### config.mk
export PLATFORM = sky130hd
export DESIGN_NAME = mtimer
export DESIGN_NICKNAME = d
export VERILOG_FILES = /design/src/rtl/mtimer.sv
export SDC_FILE = /design/constraint.sdc
export NUM_CORES = 1
export LEC_CHECK = 0
export BUFFER_PORTS_ARGS = -buffer_cell sky130_fd_sc_hd__buf_2
export CAP_MARGIN = 20
export CELL_PAD_IN_SITES_DETAIL_PLACEMENT = 0
export CELL_PAD_IN_SITES_GLOBAL_PLACEMENT = 1
export CORE_ASPECT_RATIO = 1.2
export CORE_MARGIN = 5
export CORE_UTILIZATION = 51
export CTS_CLUSTER_SIZE = 10
export DETAILED_ROUTE_END_ITERATION = 7
export PLACE_DENSITY_LB_ADDON = 0.3
export SLEW_MARGIN = 20
export SYNTH_ARGS = -nofsm -noshare
export SYNTH_HDL_FRONTEND = slang
export SYNTH_SLANG_ARGS = --single-unit
### constraint.sdc
create_clock -name clk -period 19.16 [get_ports clk]
set_input_delay 1.916 -clock clk [delete_from_list [all_inputs] [get_ports clk]]
set_output_delay 1.916 -clock clk [all_outputs]
set_load 0.02 [all_outputs]
### src/rtl/mtimer.sv
`default_nettype none
// ============================================================================
//  Module   : mtimer
//  Purpose  : RISC-V machine timer. A 64-bit mtime counter with an 8-bit
//             style prescaler, a 64-bit mtimecmp register, and an active-low
//             level interrupt (ti) asserted while enabled and
//             mtime >= mtimecmp. Accessed over a 32-bit req/ack slave port.
//  Ports    : clk   - system clock, rising edge
//             rst   - asynchronous reset, active high
//             req   - 1-cycle access request
//             we    - 1 = write, 0 = read (sampled with req)
//             addr  - register byte offset (addr[1:0] ignored)
//             wdata - write data (sampled with req)
//             rdata - read data, valid while ack=1 on a read, else 0
//             ack   - access complete, exactly one cycle after req
//             ti    - timer interrupt, active low
//  Register map (byte offsets):
//             0x00 MTIME_LO  0x04 MTIME_HI (read = shadow latched by LO read)
//             0x08 CMP_LO    0x0C CMP_HI
//             0x10 CTRL  bit0 EN, bits[8+PRE_W-1:8] DIV
//             0x14 STAT  bit0 PEND (read only)
//  Revision : 1.0 - initial release
// ============================================================================
module mtimer #(
    parameter int PRE_W  = 8,   // prescaler width; must not exceed 24
    parameter int ADDR_W = 5
) (
    input  logic              clk,
    input  logic              rst,
    input  logic              req,
    input  logic              we,
    input  logic [ADDR_W-1:0] addr,
    input  logic [31:0]       wdata,
    output logic [31:0]       rdata,
    output logic              ack,
    output logic              ti
);

    localparam int IDX_W = ADDR_W - 2;

    localparam logic [IDX_W-1:0] c_IDX_MTIME_LO = IDX_W'(0);
    localparam logic [IDX_W-1:0] c_IDX_MTIME_HI = IDX_W'(1);
    localparam logic [IDX_W-1:0] c_IDX_CMP_LO   = IDX_W'(2);
    localparam logic [IDX_W-1:0] c_IDX_CMP_HI   = IDX_W'(3);
    localparam logic [IDX_W-1:0] c_IDX_CTRL     = IDX_W'(4);
    localparam logic [IDX_W-1:0] c_IDX_STAT     = IDX_W'(5);

    // ------------------------------------------------------------------
    // State
    // ------------------------------------------------------------------
    logic [63:0]      mtime_q,     mtime_d;
    logic [63:0]      mtimecmp_q,  mtimecmp_d;
    logic             en_q,        en_d;
    logic [PRE_W-1:0] div_q,       div_d;
    logic [PRE_W-1:0] pcnt_q,      pcnt_d;
    logic [31:0]      shadow_hi_q, shadow_hi_d;
    logic             ack_q,       ack_d;
    logic [31:0]      rdata_q,     rdata_d;
    logic             ti_q,        ti_d;

    // ------------------------------------------------------------------
    // Decode
    // ------------------------------------------------------------------
    logic [IDX_W-1:0] w_idx;
    logic             w_wr;
    logic             w_rd;
    logic             w_unused_addr;
    logic             w_pend;
    logic             w_tick;
    logic [31:0]      w_rdmux;

    assign w_idx         = addr[ADDR_W-1:2];
    assign w_unused_addr = ^addr[1:0];
    assign w_wr          = req & we;
    assign w_rd          = req & ~we;
    assign w_pend        = (mtime_q >= mtimecmp_q);
    // One mtime increment per (DIV+1) enabled cycles.
    assign w_tick        = en_q & (pcnt_q == div_q);

    // Read mux works on pre-edge values, so a read that coincides with an
    // increment returns the value before that increment.
    always_comb begin
        w_rdmux = '0;
        case (w_idx)
            c_IDX_MTIME_LO: w_rdmux = mtime_q[31:0];
            c_IDX_MTIME_HI: w_rdmux = shadow_hi_q;
            c_IDX_CMP_LO:   w_rdmux = mtimecmp_q[31:0];
            c_IDX_CMP_HI:   w_rdmux = mtimecmp_q[63:32];
            c_IDX_CTRL: begin
                w_rdmux[0]          = en_q;
                w_rdmux[8 +: PRE_W] = div_q;
            end
            c_IDX_STAT:     w_rdmux[0] = w_pend;
            default:        w_rdmux = '0;
        endcase
    end

    // ------------------------------------------------------------------
    // Next state
    // ------------------------------------------------------------------
    always_comb begin
        mtime_d     = mtime_q;
        mtimecmp_d  = mtimecmp_q;
        en_d        = en_q;
        div_d       = div_q;
        pcnt_d      = pcnt_q;
        shadow_hi_d = shadow_hi_q;
        ack_d       = req;
        rdata_d     = w_rd ? w_rdmux : 32'h0;
        ti_d        = ~(en_q & w_pend);

        if (w_tick) begin
            mtime_d = mtime_q + 64'd1;
        end
        if (en_q) begin
            pcnt_d = w_tick ? '0 : pcnt_q + PRE_W'(1);
        end

        // A bus write to one half of mtime overrides the increment: the
        // other half keeps its pre-increment value, no carry is applied.
        if (w_wr) begin
            case (w_idx)
                c_IDX_MTIME_LO: mtime_d = {mtime_q[63:32], wdata};
                c_IDX_MTIME_HI: mtime_d = {wdata, mtime_q[31:0]};
                c_IDX_CMP_LO:   mtimecmp_d = {mtimecmp_q[63:32], wdata};
                c_IDX_CMP_HI:   mtimecmp_d = {wdata, mtimecmp_q[31:0]};
                c_IDX_CTRL: begin
                    en_d   = wdata[0];
                    div_d  = wdata[8 +: PRE_W];
                    pcnt_d = '0;
                end
                default: ;
            endcase
        end

        // Reading the low word snapshots the high word so a LO-then-HI
        // read pair is coherent across a carry.
        if (w_rd && (w_idx == c_IDX_MTIME_LO)) begin
            shadow_hi_d = mtime_q[63:32];
        end
    end

    // ------------------------------------------------------------------
    // Registers
    // ------------------------------------------------------------------
    always_ff @(posedge clk or posedge rst) begin
        if (rst) begin
            mtime_q     <= 64'h0;
            mtimecmp_q  <= 64'hFFFF_FFFF_FFFF_FFFF;
            en_q        <= 1'b0;
            div_q       <= '0;
            pcnt_q      <= '0;
            shadow_hi_q <= 32'h0;
            ack_q       <= 1'b0;
            rdata_q     <= 32'h0;
            ti_q        <= 1'b1;
        end else begin
            mtime_q     <= mtime_d;
            mtimecmp_q  <= mtimecmp_d;
            en_q        <= en_d;
            div_q       <= div_d;
            pcnt_q      <= pcnt_d;
            shadow_hi_q <= shadow_hi_d;
            ack_q       <= ack_d;
            rdata_q     <= rdata_d;
            ti_q        <= ti_d;
        end
    end

    assign rdata = rdata_q;
    assign ack   = ack_q;
    assign ti    = ti_q;

endmodule
`default_nettype wire

**After elaboration in Yosys (flattened, before gate mapping)**

Cells that the tools add are included.

- Reductions and logical operators: 5
- Order comparisons: 1
- Multiplexer cells: 13
- Add/subtract/negate cells: 2
- Equal/unequal tests: 8
- Bitwise logic cells: 8

Operators by type and width:

| operator | count |
|---|---|
| $pmux 64 s2 | 2 |
| $mux 64 | 2 |
| $add 64x1->64 const B | 1 |
| $ge 64x64->1 | 1 |
| $pmux 16 s4 | 1 |
| $pmux 8 s5 | 1 |
| $mux 32 | 1 |
| $mux 8 | 4 |
| $pmux 7 s4 | 1 |
| $add 8x1->8 const B | 1 |
| $eq 8x8->1 | 1 |
| $eq 3x2->1 const B | 2 |
| $eq 3x3->1 const B | 2 |
| $pmux 1 s6 | 1 |
| $reduce_and 3->1 | 2 |
| $and 1x1->1 | 4 |
| $ne 2x2->1 const B | 2 |
| $not 1->1 | 4 |
| $eq 3x1->1 const B | 1 |
| $logic_not 3->1 | 1 |
| $reduce_and 2->1 | 1 |
| $logic_and 1x1->1 | 1 |

- Bits of input ports: 41
- Logic and storage cells: 48
- Flip-flop bits (word level): 211
- Output and inout bits: 34

**Logic depth before layout (Yosys ltp)**

Gate-level depths: netlist of the first run.

- Depth after elaboration: 6
- Mapped depth: 11
- Mapped depth without buffers: 9

**Least setup slack after synthesis of the first run**

No wires, ideal clock.

- Path kind: input-to-reg
- From: in addr[2]
- To: reg mtime_q[10]
- Data arrival time: 3.575 ns
- Stages: 9
- Setup slack: 15.459 ns
- Path buffers: 4
- Library setup time: 0.126 ns
- Data required time: 19.034 ns
- Cell sequence: nor2b_1 -> clkbuf_1 -> nor2b_1 -> clkbuf_1 -> nor2b_1 -> buf_2 -> nor2_1 -> clkbuf_1 -> a221o_1

- Cells in the longest elaborated chain, start to end: 3
- Elaborated cells between the ends (all ways): 5
- Those cells by class: eq/ne (2); mux (2); reduce/logical (1)

RTL lines:

| what | line | source |
|---|---|---|
| from (decl) | 32 | `input logic [ADDR_W-1:0] addr,` |
| $eq 3x1->1 / $logic_not 3->1 (equally long branches) | 122 | `case (w_idx)` |
| $pmux 64 s2 | 122 |  |
| $mux 64 | 121 | `if (w_wr) begin` |
| to (signal assigned) | 158 | `mtime_q <= mtime_d;` |
| to (decl) | 51 | `logic [63:0] mtime_q, mtime_d;` |

Parallel ways exist; a longest one is shown, timed or not.
A chain may end at the register's enable or synchronous reset.

**Worst setup path after layout of the first run**

- From: in addr[2]
- To: reg mtimecmp_q[49]

- Cells in the longest elaborated chain, start to end: 3
- Elaborated cells between the ends (all ways): 4
- Those cells by class: eq/ne (2); bitwise (1); reduce/logical (1)

RTL lines:

| what | line | source |
|---|---|---|
| $eq 3x2->1 | 122 |  |
| $not 1->1 (no source line) | n/a |  |
| $reduce_and 3->1 (no source line) (*) | n/a |  |
| to (signal assigned) | 159 | `mtimecmp_q <= mtimecmp_d;` |
| to (decl) | 52 | `logic [63:0] mtimecmp_q, mtimecmp_d;` |

Mark *: on every way between the ends. The rest lies on a longest branch, timed or not.

==> results of run 1 <==
[path summary, 6_finish.rpt]
check | end | slack [ps] | start
min | shadow_hi_q[6]$_DFFE_PP0P_ | 490 | shadow_hi_q[6]$_DFFE_PP0P_
max in group asynchronous | shadow_hi_q[6]$_DFFE_PP0P_ | 16250 | rst
max | mtimecmp_q[49]$_DFFE_PP1P_ | 14610 | addr[2]
min reg2reg | shadow_hi_q[6]$_DFFE_PP0P_ | 490 | shadow_hi_q[6]$_DFFE_PP0P_
max reg2reg | rdata[0]$_DFF_PP0_ | 15680 | mtimecmp_q[60]$_DFFE_PP1P_
min in group asynchronous | rdata[19]$_DFF_PP0_ | 1590 | rst
[synthesized netlist by cell type, drive strengths merged, types with 5 or more instances]
cell      n
o21ai   125
nand3    45
nor4     10
xnor2    13
and3     15
nand4    26
dfstp    65
o22ai    20
nor3     19
and2     15
nor2b     8
or4       5
inv      71
and4     11
ha       66
a221o     8
mux2i     5
nand2b    5
clkbuf   63
nand2   172
buf      12
xor2     21
nor3b     5
o211ai    9
a22oi    75
nor2     63
a211oi   13
a21oi    88
or3       6
mux2     29
dfrtp   146
[logic make-up after synthesis]
logic type	count (synthesis)	share of synthesized area (%)
AND/OR/NAND/NOR	410	17.4
flip-flops	211	45.8
AO/OA/AOI/OAI	365	19.1
adder cells (fa/ha/maj)	66	7.05
multiplexers	35	3.41
XOR/XNOR	34	2.54
buffers and inverters	146	4.76
[per-stage QoR]
stage | hold slack, ps | instance area [µm²] | utilization, % | power, µW
after CTS | 487 | 13000 | 57.8 | 1440
after floorplan | 450 | 11700 | - | 886
after global routing | 512 | 13000 | 57.8 | 1520
after global placement | 465 | 12300 | 54.6 | 992
after detailed placement | 475 | 12300 | 54.6 | 1010
final | 486 | 13000 | 57.8 | 1430
[registers in the layout (all words and copies together), names as in the netlist]
signal / flops
div_q: 8
ack: 1
pcnt_q: 8
ti: 1
mtime_q: 64
mtimecmp_q: 64
shadow_hi_q: 32
en_q: 1
rdata: 32
[layout make-up]
type / count / area [µm²]
clock buffer: 43 / 703
clock inverter: 1 / 5.00
fill: 2018 / 9510
inverter: 71 / 274
multi-input combinational: 910 / 5830
sequential: 211 / 5360
tap: 279 / 349
timing repair buffer: 88 / 484
[worst reg2reg max path: stages, from the launching register on]
cell and delay, ps:
dfstp_2 530, inv_1 70, ha_1 320, nand4_1 180, nor4_1 840, nand4_1 340, or4_1 610, a211oi_1 180
or4_1 200, o2bb2ai_1 130
[routing by layer]
layer  wire length, µm  GRT usage [%]  up-vias
met1             14500           34.9     4899
met4              1140           9.24        0
li1                  -              -     4646
met5                 0              0        -
met3              1860           2.70       64
met2             17100           44.9      315
[report_power, final]
group | switching [µW] | internal, µW
logic | 194 | 145
clock network | 186 | 246
registers | 99.3 | 564
total | 479 | 956
==> out/qor.yml, run 1 <==
status: "completed"
via_count: 9924
drv_cap: 0
final_common_cell: "nand2_1"
yosysTopAreaCellShare_pct: 31.2
rsz0062_at_grt: "false"
synthFlopType: "dfrtp_1"
fmaxAchievable_mhz: 220
slew_violations: 0
final.setup.worst_slack_ps: 14610
place_congestion: 0.846
dp.cells: 1559
insertion_delay_ps: 520
dr.pass1.iters: 5
power.leakage_uw: 0.00550
fin_crit_ps: 4550
die_x_um: 148
hold_viol_final: 0
cts_sinks: 211
die_h_um: 176
num-nets-final: 1414
critical_path.max_fanout: 33
cp-start-kind: "input pin"
clk_pin_slew_ps: 60
fin_worst_skew_ps: 12.0
grt_usage_pct: 26.3
arrival_ps: 4990
instances_no_fill: 1603
crit_cells: 8
synthCells: 1267
synth.ff_latch_count: 211
ctsHoldBuffers: 0
antennaDiodeCount: 0
rows: 60
dp_hpwl_mm: 23.4
grt_max_degree: 137
finalSetupViolCount: 0
synthesis.nets: 1374
final_cell_mix: "172 x nand2_1, 146 x dfrtp_1, 119 x o21ai_0"
syn_area_per_cell_um2: 9.25
postCtsSetupBuffers: 0
hold_class: "reg2reg"
synth_edf_count: 0
path_buf_inv: 3
area_growth_pct: 11.1
crit_top_cell: "buf_4"
antenna_found_initial: 0
ant_nets: 0
power_density_nw_per_um2: 110
synth-async-reset-ratio_pct: 100
critPathKind: "in2reg"
grt.overflow.total: 0
critical-path-top-delay-family: "simple AND/OR/NAND/NOR gates"
viasPerCell: 6.19
critPathMaxStageDelay_ps: 790
core-area_um2: 22500
drive_gt1_share_pct: 18.2
drt_wl_total_mm: 34.6
yosys_warnings: 0
required_ps: 19600
grt_pass1_wl_mm: 54.7
grt_pass1_vias: 9748
h-tree-depth: 1
ys_seq_area_share_pct: 45.8
cts_tree: "yes"
yosysUniqueCellTypes: 63
worstSetupEndpointType: "register"
dp_slack_ps: 14130
synthTopCellsByArea: "dfrtp_1 31%, dfstp_2 15%, ha_1 7.0%"
cp_slowest_cell: "nor2b_4"
cts_buffers: 25
route.detailed.drc: 0
tightest_slew_ps: 1030
slew_headroom_pct: 31.2
cts_resized: 0
ir_drop_mv: 0.0646
io_pins: 75
synth_area_leader_cell: "dfrtp_1"
hold_depth: 2
syn_area_um2: 11700
port_buffers: 72
cp_cell_sequence: "buf_2 -> nor2b_1 -> and2_1 -> buf_4 -> nor2b_4 -> buf_4 -> nand2_1 -> o21ai_0"
clk_path_buf_depth: 3
initialDrtViolationCount: 885
initial_utilization_pct: 52.0
period_share_pct: 23.7
post_drt_wl_per_cell_um: 21.6
setup_tns_ps: 0
reg2reg_depth: 9
die_area_um2: 26100
cts-root-buf: "clkbuf_16"
No activity file was read; power rests on OpenSTA's default activity.
==> run 2, diff against run 1 <==
--- a/config.mk
+++ b/config.mk
@@ -5,13 +5,14 @@
 export SDC_FILE = /design/constraint.sdc
 export NUM_CORES = 1
 export LEC_CHECK = 0
+export ABC_AREA = 1
 export BUFFER_PORTS_ARGS = -buffer_cell sky130_fd_sc_hd__buf_2
 export CAP_MARGIN = 20
 export CELL_PAD_IN_SITES_DETAIL_PLACEMENT = 0
 export CELL_PAD_IN_SITES_GLOBAL_PLACEMENT = 1
 export CORE_ASPECT_RATIO = 1.2
 export CORE_MARGIN = 5
-export CORE_UTILIZATION = 51
+export CORE_UTILIZATION = 42
 export CTS_CLUSTER_SIZE = 10
 export DETAILED_ROUTE_END_ITERATION = 7
 export PLACE_DENSITY_LB_ADDON = 0.3
==> constraint.sdc (replaced) <==
create_clock -name clk -period 3.9 [get_ports clk]
set_input_delay 0.39 -clock clk [delete_from_list [all_inputs] [get_ports clk]]
set_output_delay 0.39 -clock clk [all_outputs]
set_load 0.02 [all_outputs]
==> run 2 against run 1 <==
Clock skew up 5.7 ps. Die area increased by 33%. Core utilization decreased by 10 points. Critical path depth unchanged. Sequential share of layout area is 4.5 points lower. Highest routed layer unchanged. Global-route usage increased by 0.76 points. Flip-flop and latch count unchanged.
==> out/qor.yml, run 2 <==
grt_pass1_wl_mm: 72.2  # +32%
synthTopCellsByArea: "dfrtp_1 28%, dfstp_2 13%, nand2_1 12%"
hold_viol_final: 0  # unchanged
place_congestion: 0.968  # +15%
port_buffers: 72  # unchanged
synthesis.nets: 1834  # +33%
power.leakage_uw: 0.00678  # +23%
antennaDiodeCount: 0  # unchanged
viasPerCell: 5.51  # -11%
synth.ff_latch_count: 211  # unchanged
met2_usage_pct: 45.8  # +0.88 points
synth-async-reset-ratio_pct: 100  # unchanged
grt_pass1_vias: 12100  # +24%
die_area_um2: 34600  # +33%
synthAdderAreaFrac_pct: 6.34  # -0.71 points
dp_hpwl_mm: 34.5  # +48%
power_density_nw_per_um2: 548  # +400%
synth_edf_count: 0  # unchanged
drt_wl_total_mm: 46.5  # +34%
critical_path.max_fanout: 41  # +24%
critPathMaxStageDelay_ps: 890  # +100 ps
fin_crit_ps: 2920
io_pins: 75  # unchanged
rows: 70  # +17%
syn_area_per_cell_um2: 7.54  # -18%
use_met3_pct: 3.45  # +0.75 points
finalSetupViolCount: 0  # unchanged
arrival_ps: 3370  # -1620 ps
hold_class: "in2reg"
slew_headroom_pct: 38.2  # +7.0 points
final_common_cell: "nand2_1"
cts_buffers: 25  # unchanged
muxShareOfSynthArea_pct: 0  # -3.4 points
postCtsSetupBuffers: 0  # unchanged
core-area_um2: 30600  # +36%
final_util_pct: 47.8  # -10 points
tightest_slew_ps: 922  # -110 ps
synth.most_common_cell: "nand2_1"
synth_area_leader_cell: "dfrtp_1"
reg_top3: "mtime_q: 64 flops, mtimecmp_q: 64 flops"
synthCells: 1727  # +36%
cts_sinks: 211  # unchanged
grt_usage_pct: 27.0  # +0.76 points
crit_top_cell: "nand2_1"
fin_worst_skew_ps: 17.7  # +5.69 ps
initial_utilization_pct: 42.6  # -9.4 points
regToRegSetupSlack_ps: 1320  # -14,360 ps
post_drt_wl_per_cell_um: 21.1  # -2.3%
required_ps: 4350  # -15,250 ps
ir_drop_mv: 0.334  # +420%
yosys_warnings: 0  # unchanged
critical-path-top-delay-family: "buffers and inverters"
synth_top_family_by_area: "simple AND/OR/NAND/NOR gates"
final_cell_mix: "413 x nand2_1, 224 x inv_1, 161 x nor2_1"
cts_resized: 0  # unchanged
syn_area_um2: 13000  # +11%
area_growth_pct: 12.1
num-nets-final: 1899  # +34%
slew_violations: 0  # unchanged
grt_max_degree: 91  # -34%
grt.overflow.total: 0  # unchanged
cts-root-buf: "clkbuf_16"
fmaxAchievable_mhz: 343
critPathKind: "in2reg"
synth-xor-area-share_pct: 2.42  # -0.12 points
synthTopCellsByCount: "416 x nand2_1, 225 x inv_1, 164 x nor2_1"
synthFlopType: "dfrtp_1"
yosysTopAreaCellShare_pct: 28.0  # -3.1 points
cp_slowest_cell: "nand2_2"
period_share_pct: 74.8
cts_tree: "yes"
worstSetupEndpointType: "register"
yosysUniqueCellTypes: 46  # -27%
cp_cell_sequence: "dlygate4sd3_1 -> buf_2 -> nand2_1 -> clkinv_1 -> nand2_2 -> buf_4 -> nand2_1 -> o21ai_0"
clk_pin_slew_ps: 60  # about the same
ys_seq_area_share_pct: 41.2  # -4.6 points
setup_tns_ps: 0  # unchanged
route.detailed.drc: 0  # unchanged
h-tree-depth: 1  # unchanged
path_buf_inv: 4  # +1
ant_nets: 0  # unchanged
die_h_um: 203  # +15%
drv_cap: 0  # unchanged
antenna_found_initial: 0  # unchanged
status: "completed"
grt_busiest_layer: "met2"
insertion_delay_ps: 540  # +20 ps
synthSimpleGateAreaFrac_pct: 25.6  # +8.2 points
initialDrtViolationCount: 924  # +4.4%
grt_util_met1_pct: 35.5  # +0.62 points
die_x_um: 171  # +15%
cp-start-kind: "input pin"
dr.pass1.iters: 5  # unchanged
clk_path_buf_depth: 3  # unchanged
synth_compound_gate_area_share_pct: 15.6  # -3.5 points
via_count: 12200  # +23%
drive_gt1_share_pct: 13.4  # -4.8 points
rsz0062_at_grt: "false"
n_fill_cell: 3120  # +55%
run 2: path summary, 6_finish.rpt:
path                                                  from                    endpoint  cells past startpoint
max in group asynchronous                              rst  mtimecmp_q[61]$_DFFE_PP1P_                      4
min in group asynchronous                              rst         pcnt_q[7]$_DFF_PP0_                      3
worst max-delay path                                   req  mtimecmp_q[18]$_DFFE_PP1P_                      8
worst max register to register     mtime_q[42]$_DFFE_PP0P_     mtime_q[61]$_DFFE_PP0P_                      8
worst min-delay path                              wdata[4]      mtime_q[4]$_DFFE_PP0P_                      3
worst min register to register  shadow_hi_q[8]$_DFFE_PP0P_  shadow_hi_q[8]$_DFFE_PP0P_                      2
run 2: layer usage:
layer | vias up | share of wire, %
li1 | 5857 | -
met1 | 5849 | 42
met2 | 360 | 49
met3 | 91 | 5.3
met4 | 0 | 3.6
met5 | - | 0
run 2: kinds of logic (layout without fill, tap and decap cells):
family	after synthesis	after routing
simple gates	769	769
fa+ha+maj	66	66
buf+inv	299	382
flops	211	211
compound gates	346	346
xor+xnor	36	36
run 2: stage by stage:
step / setup slack [ps] / hold WS [ps] / power, µW / cells / area, µm²
after CTS: 1040 / 94.5 / 8060 / 2206 / 14600
after global routing: 853 / 117 / 8610 / 2206 / 14600
after floorplan: 821 / 421 / 4990 / 1727 / 13000
after global placement: 1100 / 403 / 5810 / 2159 / 13900
final: 982 / 109 / 8000 / 2206 / 14600
after detailed placement: 1040 / 400 / 5890 / 2159 / 13900
run 2: tightest hold or removal path: stages:
cell and delay, ps:
buf_2 100, a22oi_1 60, o21ai_0 60
run 2: layout make-up:
class | count | area [µm²] | area share (%)
Timing Repair Buffer | 97 | 591 | 4.04
Clock buffer | 44 | 707 | 4.84
Multi-Input combinational cell | 1217 | 6540 | 44.8
Inverter | 240 | 906 | 6.20
Sequential cell | 211 | 5360 | 36.7
Clock inverter | 1 | 5.00 | 0.0343
Tap cell | 396 | 495 | 3.39
run 2: report_power, final:
part | leakage (µW) | internal [µW] | switching, µW
registers | 0.00253 | 2790 | 630
clock network | 0.000340 | 1210 | 918
logic | 0.00390 | 868 | 1590
run 2: timing repair:
action                                  4_1_cts  5_1_grt
hold buffers                                  2        0
endpoints found under the setup margin        0        0
endpoints found under the hold margin        10        0
==> run 3, diff against run 2 <==
==> constraint.sdc (replaced) <==
create_clock -name clk -period 2.4 [get_ports clk]
set_input_delay 0.24 -clock clk [delete_from_list [all_inputs] [get_ports clk]]
set_output_delay 0.24 -clock clk [all_outputs]
set_load 0.02 [all_outputs]
==> run 3 against run 2 <==
Clock-buffer cell count increased by 1. Clock skew decreased by 2.5 ps. Sequential share of layout area decreased by 2.5 points. Die area unchanged. Clock power increased by 74%. Critical path depth increased by 5.
==> out/qor.yml, run 3 (synthesis gave the netlist of run 2 again) <==
initialDrtViolationCount: 928  # +0.43%
slew_headroom_pct: 46.7  # +8.5 points
drv_cap: 0  # unchanged
critical_path.max_fanout: 7  # -83%
post_drt_wl_per_cell_um: 20.9  # -0.70%
io_pins: 75  # unchanged
num-nets-final: 2005  # +5.6%
via_count: 12600  # +3.6%
p_int_uw: 8430  # +73%
final_cell_mix: "410 x nand2_1, 224 x inv_1, 158 x o21ai_0"
port_buffers: 72  # unchanged
combPwrFrac_pct: 32.8  # +2.1 points
cts_tree: "yes"
n_fill_cell: 3021  # -3.2%
hold_class: "in2reg"
cts-root-buf: "clkbuf_16"
grt_usage_pct: 28.1  # +1.0 points
reg_top3: "mtime_q: 64 flops, mtimecmp_q: 64 flops"
h-tree-depth: 1  # unchanged
clk_pin_slew_ps: 60  # about the same
area_growth_pct: 20.4
place_congestion: 0.993  # +2.6%
seq_area_um2: 5360  # unchanged
period_share_pct: 95.2
setup_tns_ps: 0  # unchanged
final_common_cell: "nand2_1"
dp_slack_ps: -27.1  # -1070 ps
grt_pass1_wl_mm: 75.1  # +4.0%
ir_drop_mv: 0.557  # +67%
drive_gt1_share_pct: 17.2  # +3.7 points
clk_path_buf_depth: 3  # unchanged
grt_max_degree: 65  # -29%
cts_buffers: 26  # +4.0%
tightest_slew_ps: 797  # -125 ps
core-area_um2: 30600  # unchanged
die_x_um: 171  # unchanged
clockPowerShare_pct: 27.2  # +0.6 points
dp_hpwl_mm: 36.9  # +7.0%
ant_nets: 0  # unchanged
hold_viol_final: 0  # unchanged
status: "completed"
pwr-share-seq_pct: 40.1  # -2.6 points
p_sw_uw: 5230  # +67%
fmaxAchievable_mhz: 438
cts_sinks: 211  # unchanged
route.detailed.drc: 0  # unchanged
worstSetupEndpointType: "register"
rows: 70  # unchanged
antenna_found_initial: 1  # +1
fin_crit_ps: 2280
antennaDiodeCount: 0  # unchanged
regToRegSetupSlack_ps: 120  # -1200 ps
cp-start-kind: "register"
slew_violations: 0  # unchanged
dr.pass1.iters: 6  # +1
initial_utilization_pct: 42.6  # unchanged
power.leakage_uw: 0.00736  # +8.6%
drt_wl_total_mm: 48.5  # +4.1%
die_h_um: 203  # unchanged
grt_pass1_vias: 12800  # +6.5%
die_area_um2: 34600  # unchanged
viasPerCell: 5.44  # -1.2%
grt.overflow.total: 0  # unchanged
critPathKind: "reg2reg"
final.setup.worst_slack_ps: 116  # -867 ps
required_ps: 2840  # -1510 ps
power_density_nw_per_um2: 871  # +59%
multi_input_area_um2: 6570  # +0.56%
insertion_delay_ps: 550  # about the same
finalSetupViolCount: 0  # unchanged
sw_frac_of_total_pct: 38.3  # -0.86 points
rsz0062_at_grt: "true"
arrival_ps: 2720  # -650 ps
fin_worst_skew_ps: 15.2  # -2.47 ps
## run 3: cell types whose count changed in the layout (fill, tap and decap cells not counted), sizes merged
cell | before | now
bufinv | 0 | 1
dlygate4sd3 | 2 | 33
buf | 95 | 169
clkbuf | 44 | 45
clkinv | 7 | 6
inv | 233 | 234
## run 3: critical path, stage by stage (launching register included)
cell and delay (ps):
dfrtp_1 520, nand2_1 190, nor2_4 140, nand2_2 60, nor2_2 230, nand2_2 100, clkinv_2 90, nand2_1 80
nor2_4 170, nand2_2 210, o21ai_1 180, nand3_1 90, nand3_1 90, inv_1 40
## run 3: layout make-up
type / count / share of cell area [%]
multi-input combinational: 1217 / 41.9
clock buffer: 45 / 4.80
timing repair buffer: 202 / 9.92
clock inverter: 2 / 0.247
tap: 396 / 3.16
inverter: 240 / 5.78
sequential: 211 / 34.2
## run 3: metal layers
layer | vias up | routed length (µm) | part of all wire [%] | track usage [%]
li1 | 6057 | - | - | -
met1 | 6051 | 20600 | 42 | 36.8
met2 | 375 | 23400 | 48 | 48.0
met3 | 107 | 2590 | 5.3 | 3.08
met4 | 2 | 1900 | 3.9 | 9.73
met5 | - | 7 | 0.014 | 0
## run 3: power groups by stage
| stage | sequential, µW | combinational (µW) | clock [µW] |
|---|---|---|---|
| floorplan | 5240 | 2870 | 0 |
| global placement | 5460 | 4240 | 0 |
| detailed placement | 5490 | 4340 | 0 |
| CTS | 5450 | 4410 | 3810 |
| global route | 5590 | 5100 | 3960 |
| finish | 5470 | 4470 | 3710 |
## run 3: final timing paths
kind | startpoint | endpoint | depth (start not counted)
min | wdata[14] | div_q[6]$_DFFE_PP0P_ | 3
max | mtime_q[8]$_DFFE_PP0P_ | mtime_q[31]$_DFFE_PP0P_ | 13
min reg2reg | shadow_hi_q[2]$_DFFE_PP0P_ | shadow_hi_q[2]$_DFFE_PP0P_ | 2
max reg2reg | mtime_q[8]$_DFFE_PP0P_ | mtime_q[31]$_DFFE_PP0P_ | 13
max in group asynchronous | rst | mtimecmp_q[32]$_DFFE_PP1P_ | 4
min in group asynchronous | rst | rdata[13]$_DFF_PP0_ | 3
## run 3: timing repair
action                     in CTS  in global routing
pin swaps                       1                  2
cloned                          0                  0
setup endpoints to repair       1                  3
setup buffers                   0                  2
hold buffers                   33                  0
gates resized for setup         2                  9
hold endpoints to repair       92                  0
## run 3: metrics by stage
| step | hold WS [ps] | cell area, µm² | utilization (%) | total power, µW | cells |
|---|---|---|---|---|---|
| floorplan | 271 | 13000 | - | 8110 | 1727 |
| global placement | 376 | 14500 | 47.5 | 9710 | 2231 |
| detailed placement | 382 | 14500 | 47.5 | 9830 | 2231 |
| CTS | 1.27 | 15600 | 51.2 | 13700 | 2311 |
| global route | 47.1 | 15700 | 51.3 | 14600 | 2313 |
| finish | 23.3 | 15700 | 51.3 | 13700 | 2313 |
